## config.mk

```make
export PLATFORM = sky130hd
export DESIGN_NAME = mem_port_arbiter_flat
export DESIGN_NICKNAME = d
export VERILOG_FILES = /design/src/rtl/mem_port_arbiter_if.sv /design/src/rtl/mem_port_arbiter.sv /design/src/flat_wrapper.sv
export SDC_FILE = /design/constraint.sdc
export NUM_CORES = 1
export LEC_CHECK = 0
export ABC_AREA = 1
export CAP_MARGIN = 20
export CORE_ASPECT_RATIO = 0.75
export CORE_UTILIZATION = 31
export CTS_CLUSTER_SIZE = 14
export DETAILED_ROUTE_END_ITERATION = 16
export PLACE_DENSITY = 0.83
export SETUP_SLACK_MARGIN = 0.5
export SYNTH_ARGS = -nofsm -noshare
export SYNTH_HDL_FRONTEND = slang
export SYNTH_SLANG_ARGS = --single-unit
```

## constraint.sdc

```tcl
create_clock -name clk -period 1.1 [get_ports clk]
set_input_delay 0.22 -clock clk [delete_from_list [all_inputs] [get_ports clk]]
set_output_delay 0.22 -clock clk [all_outputs]
set_load 0.1 [all_outputs]
```

## src/rtl/mem_port_arbiter_if.sv

```systemverilog
// Bus bundle between mem_port_arbiter, its client channels and memory port B.
// The slave modport is the arbiter's view; master is the client/memory side.
interface mem_port_arbiter_if #(
  parameter int unsigned N_CH = 2,
  parameter int unsigned DW   = 16,
  parameter int unsigned AW   = 16
);
  logic [N_CH-1:0]    req_valid;
  logic [N_CH-1:0]    req_ready;
  logic [N_CH-1:0]    req_we;
  logic [N_CH*AW-1:0] req_addr;
  logic [N_CH*DW-1:0] req_wdata;
  logic [N_CH-1:0]    rsp_valid;
  logic [DW-1:0]      rsp_rdata;
  logic               rsp_err;
  logic [AW-1:0]      mem_b_addr;
  logic [DW-1:0]      mem_b_wdata;
  logic               mem_b_we;
  logic [DW-1:0]      mem_b_rdata;

  modport slave (
    input  req_valid, req_we, req_addr, req_wdata, mem_b_rdata,
    output req_ready, rsp_valid, rsp_rdata, rsp_err, mem_b_addr, mem_b_wdata, mem_b_we
  );

  modport master (
    output req_valid, req_we, req_addr, req_wdata, mem_b_rdata,
    input  req_ready, rsp_valid, rsp_rdata, rsp_err, mem_b_addr, mem_b_wdata, mem_b_we
  );
endinterface

```

## src/rtl/mem_port_arbiter.sv

```systemverilog
// Round-robin arbiter sharing memory port B among N_CH clients, 2-clock read pipeline.
// Optional MEMSUB_ADDR_GUARD_EN: out-of-range requests are answered with rsp_err, not issued.
module mem_port_arbiter #(
  parameter int unsigned N_CH      = 2,
  parameter int unsigned DW        = 16,
  parameter int unsigned AW        = 16,
  parameter int unsigned MEM_DEPTH = 1024
) (
  input logic               clk,
  input logic               reset,
  mem_port_arbiter_if.slave bus
);
  localparam int unsigned PW = (N_CH > 1) ? $clog2(N_CH) : 1;

  logic [PW-1:0]   ptr_q, ptr_d;
  logic [PW-1:0]   gnt_idx, cand;
  logic            gnt_any;
  logic [N_CH-1:0] ready;

  logic [AW-1:0]   sel_addr;
  logic [DW-1:0]   sel_wdata;
  logic            sel_we;
  logic            sel_bad;

  logic            s1_valid_q, s1_err_q;
  logic [PW-1:0]   s1_ch_q;
  logic [AW-1:0]   mem_addr_q;
  logic [DW-1:0]   mem_wdata_q;
  logic            mem_we_q;
  logic [N_CH-1:0] rsp_valid_q;
  logic            rsp_err_q;

  // Search upward from the pointer, wrapping; reset forces all grants low.
  always_comb begin
    gnt_any = 1'b0;
    gnt_idx = '0;
    cand    = '0;
    ready   = '0;
    for (int unsigned i = 0; i < N_CH; i++) begin
      cand = PW'((32'(ptr_q) + i) % N_CH);
      if (!gnt_any && bus.req_valid[cand] && !reset) begin
        gnt_any = 1'b1;
        gnt_idx = cand;
      end
    end
    if (gnt_any) ready[gnt_idx] = 1'b1;
    ptr_d = gnt_any ? PW'((32'(gnt_idx) + 32'd1) % N_CH) : ptr_q;
  end

  assign bus.req_ready = ready;

  assign sel_addr  = bus.req_addr[32'(gnt_idx)*AW +: AW];
  assign sel_wdata = bus.req_wdata[32'(gnt_idx)*DW +: DW];
  assign sel_we    = bus.req_we[gnt_idx];

`ifdef MEMSUB_ADDR_GUARD_EN
  assign sel_bad = (64'(sel_addr) >= 64'(MEM_DEPTH));
`else
  assign sel_bad = 1'b0;
`endif

  always_ff @(posedge clk or posedge reset) begin
    if (reset) begin
      ptr_q       <= '0;
      s1_valid_q  <= 1'b0;
      s1_err_q    <= 1'b0;
      s1_ch_q     <= '0;
      mem_addr_q  <= '0;
      mem_wdata_q <= '0;
      mem_we_q    <= 1'b0;
      rsp_valid_q <= '0;
      rsp_err_q   <= 1'b0;
    end else begin
      ptr_q      <= ptr_d;
      s1_valid_q <= gnt_any;
      s1_err_q   <= gnt_any & sel_bad;
      s1_ch_q    <= gnt_idx;
      // Address/data hold their last values unless a request is actually issued.
      if (gnt_any && !sel_bad) begin
        mem_addr_q  <= sel_addr;
        mem_wdata_q <= sel_wdata;
        mem_we_q    <= sel_we;
      end else begin
        mem_we_q    <= 1'b0;
      end
      rsp_valid_q <= s1_valid_q ? (N_CH'(1) << s1_ch_q) : '0;
      rsp_err_q   <= s1_valid_q & s1_err_q;
    end
  end

  assign bus.mem_b_addr  = mem_addr_q;
  assign bus.mem_b_wdata = mem_wdata_q;
  assign bus.mem_b_we    = mem_we_q;
  assign bus.rsp_valid   = rsp_valid_q;
  assign bus.rsp_err     = rsp_err_q;
  // Memory read data arrives registered, aligned with the response strobe.
  assign bus.rsp_rdata   = (|rsp_valid_q && !rsp_err_q) ? bus.mem_b_rdata : '0;

endmodule

```

## src/flat_wrapper.sv

```systemverilog
// flat-port wrapper written by rule: the top's interface ports become plain ports
module mem_port_arbiter_flat 
#(
  parameter int unsigned N_CH      = 2,
  parameter int unsigned DW        = 16,
  parameter int unsigned AW        = 16,
  parameter int unsigned MEM_DEPTH = 1024
)
  (clk, reset, bus_req_valid, bus_req_we, bus_req_addr, bus_req_wdata, bus_mem_b_rdata, bus_req_ready, bus_rsp_valid, bus_rsp_rdata, bus_rsp_err, bus_mem_b_addr, bus_mem_b_wdata, bus_mem_b_we);
  mem_port_arbiter_if #(.N_CH(N_CH), .DW(DW), .AW(AW)) bus_i ();
  input logic clk;
  input logic reset;
  input wire logic [$bits(bus_i.req_valid)-1:0] bus_req_valid;
  input wire logic [$bits(bus_i.req_we)-1:0] bus_req_we;
  input wire logic [$bits(bus_i.req_addr)-1:0] bus_req_addr;
  input wire logic [$bits(bus_i.req_wdata)-1:0] bus_req_wdata;
  input wire logic [$bits(bus_i.mem_b_rdata)-1:0] bus_mem_b_rdata;
  output wire logic [$bits(bus_i.req_ready)-1:0] bus_req_ready;
  output wire logic [$bits(bus_i.rsp_valid)-1:0] bus_rsp_valid;
  output wire logic [$bits(bus_i.rsp_rdata)-1:0] bus_rsp_rdata;
  output wire logic [$bits(bus_i.rsp_err)-1:0] bus_rsp_err;
  output wire logic [$bits(bus_i.mem_b_addr)-1:0] bus_mem_b_addr;
  output wire logic [$bits(bus_i.mem_b_wdata)-1:0] bus_mem_b_wdata;
  output wire logic [$bits(bus_i.mem_b_we)-1:0] bus_mem_b_we;
  assign bus_i.req_valid = bus_req_valid;
  assign bus_i.req_we = bus_req_we;
  assign bus_i.req_addr = bus_req_addr;
  assign bus_i.req_wdata = bus_req_wdata;
  assign bus_i.mem_b_rdata = bus_mem_b_rdata;
  assign bus_req_ready = bus_i.req_ready;
  assign bus_rsp_valid = bus_i.rsp_valid;
  assign bus_rsp_rdata = bus_i.rsp_rdata;
  assign bus_rsp_err = bus_i.rsp_err;
  assign bus_mem_b_addr = bus_i.mem_b_addr;
  assign bus_mem_b_wdata = bus_i.mem_b_wdata;
  assign bus_mem_b_we = bus_i.mem_b_we;
  mem_port_arbiter #(.N_CH(N_CH), .DW(DW), .AW(AW), .MEM_DEPTH(MEM_DEPTH)) u_core (.clk(clk), .reset(reset), .bus(bus_i));
endmodule
```

==> impl_metrics.ini <==
[clocking]
tritoncts = done
cts_num_sinks = 38
cts.clk_slew.worst_paths_ns = 0.09
cts_inserted_buffers = 5
clock_path_buffers = 2
h-tree-depth = 2
clock_latency_ns = 0.29
clock_tree.root_cell = clkbuf_8

[placement]
gp_congestion = 0.783
portBuffers = 138
hpwl_mm = 6.02
place_area_sq_um = 4520

[grt]
grt_usage_pct = 29.1
grt_pass1_vias = 2750
grt_pass1_wl_mm = 14.4
antenna_found_initial = 0
grt_start_max_net_pins = 32
overflow = 0

[synthesis]
synth.distinct_cells = 16
synth_nets = 326
syn_inst = 240
yosys-top-cells-area = dfrtp_1, nand3_1, nand4_1
yosysTopAreaCell = dfrtp_1
ys_seq_elements = 38
syn-cell-area_sq_um = 1920
yosysSeqAreaShare_pct = 49.5
ys_warn_count = 0
yosysTopAreaCellShare_pct = 49.5
synth_area_per_cell_sq_um = 8.01

[power]
p_total_mw = 7.29
leakagePower_nw = 2.27
ir_drop_mv = 1.09
power_density_nw_per_um2 = 1360

[sta]
min_period_ns = 1.57
fmax_mhz = 638
skew_ns = 0.0117
layout_setup_ws_ns = -0.468
finalSetupViolCount = 87
final_max_slew_viol_count = 0
rsz0062_at_grt = yes
final_hold_viol_count = 0
min_period_over_period_pct = 143

[route]
routedWlPerCell_um = 21.2
firstDrtPassIters = 4
post-route-drc-count = 0
antenna_left = 0
dr_total_vias = 2651
drt_iter0_drc = 160
vias_per_cell = 5.39
finalWirelength_mm = 10.4

[setup_path]
crit_arrival_ns = 1.35
cp-start-kind = flop
r2r_cells = 9
worstSetupPathType = flop to primary output
r2r-end = u_core.bus.mem_b_wdata[12]
r2r_slack_ns = -0.25
cp-end-kind = primary output
reg2reg_from = u_core.ptr_q
crit_fanout = 4
cp.required_ns = 0.88

[layout]
final_common_cell = clkdlybuf4s50_1
nets = 500
fill_cells = 224
final_cell_mix = clkdlybuf4s50_1, buf_12, nand3_2, nand2_1, dfrtp_4
stdcell_area_sq_um = 5340
n_antenna_cell = 0
drive_above_1_share_pct = 58.5
syn2layout_area_growth_pct = 178

[floorplan]
die_w_um = 92.9
start_util_pct = 32.7
die-area_sq_um = 6520
core_area_sq_um = 5890
rows = 24
die_h_um = 70.2
ios = 140

[outcome]
status = finished, violations left
violations = negative setup slack

[min_path]
hp-class = primary input to async pin

[job]
max-cap-violations = 0
logic make-up (layout without fill, tap and decap cells):
| family | Yosys count | count (layout) | synth area share (%) |
|---|---|---|---|
| other | 1 | 1 | 0.195 |
| flip-flops | 38 | 38 | 49.5 |
| buffers and inverters | 42 | 216 | 9.90 |
| AND/OR/NAND/NOR | 157 | 157 | 39.7 |
| AO/OA/AOI/OAI | 2 | 2 | 0.716 |
final cells by class:
cell class | instances | area [sq um] | share of cell area [%]
inverters | 21 | 82.6 | 1.55
flip-flops and latches | 38 | 1080 | 20.3
well taps | 78 | 97.6 | 1.83
clock buffers | 5 | 68.8 | 1.29
repair buffers | 188 | 2570 | 48.1
multi-input cells | 160 | 1430 | 26.8
clock inverters | 2 | 10.0 | 0.187
through the flow:
| stage | setup TNS, ns | utilization [%] | worst slack (ns) | hold slack (ns) | instances |
|---|---|---|---|---|---|
| final | -17.87 | 90.7 | -0.468 | 0.0415 | 492 |
| after global routing | -20.89 | 90.7 | -0.515 | 0.0479 | 492 |
| after CTS | -15.11 | 86.8 | -0.482 | 0.0300 | 486 |
| after detailed placement | -21.75 | 76.9 | -0.579 | 0.416 | 462 |
| after global placement | -20.26 | 76.9 | -0.534 | 0.406 | 462 |
| after floorplan | -8.28 | - | -0.571 | 0.230 | 240 |
cells in the mapped netlist (all sizes together):
cell / number
nand3: 65
dfrtp: 38
nand2: 38
nand4: 32
nor2: 22
inv: 21
buf: 13
clkbuf: 8
o21ai: 2
conb: 1
state kept, by name, indices dropped and copies added, names as in the netlist:
name	count
u_core.bus.mem_b_addr	16
u_core.bus.mem_b_wdata	16
u_core.bus.rsp_valid	2
u_core.bus.mem_b_we	1
u_core.ptr_q	1
u_core.s1_ch_q	1
u_core.s1_valid_q	1
routing by layer:
metal / global-route usage [%] / vias to the layer above / share of wire [%]
met2: 53.8 / 154 / 54
met3: 10.8 / 33 / 8.7
met1: 31.0 / 1304 / 35
li1: - / 1160 / -
met4: 7.86 / 0 / 2.9
met5: 0 / - / 0
worst max-delay path by stage:
stage	startpoint	to	slack, ns	depth (start not counted)
after CTS	u_core.bus.rsp_valid[0]	bus_rsp_rdata[10]	-0.48	4
after global routing	u_core.bus.rsp_valid[0]	bus_rsp_rdata[0]	-0.51	4
after floorplan	u_core.bus.rsp_valid[0]	bus_rsp_rdata[10]	-0.57	3
after detailed placement	bus_req_valid[0]	u_core.bus.mem_b_addr[6]	-0.58	6
after global placement	bus_req_valid[0]	u_core.bus.mem_b_wdata[1]	-0.53	6
final	u_core.bus.rsp_valid[0]	bus_rsp_rdata[0]	-0.47	4
worst max-delay path, cell delays in order (launching register included):
cell and delay, ns:
dfrtp_4 0.49, nor2_4 0.17, buf_4 0.20, nor2_4 0.05, buf_12 0.16
where the power goes:
group	leakage [nW]	switching, mW	total (mW)	internal (mW)
clock network	0.0438	0.518	0.944	0.427
registers	0.424	0.239	1.95	1.71
logic	1.80	2.65	4.39	1.74
timing repair:
item | in CTS | in global routing
hold endpoints to repair | 0 | 0
setup endpoints to repair | 127 | 90
hold buffers | 0 | 0
cloned | 5 | 0
buffers inserted | 12 | 6
resized for setup | 78 | 25
pin swaps | 28 | 14
Note: power is estimated with default switching activity, not from simulation.
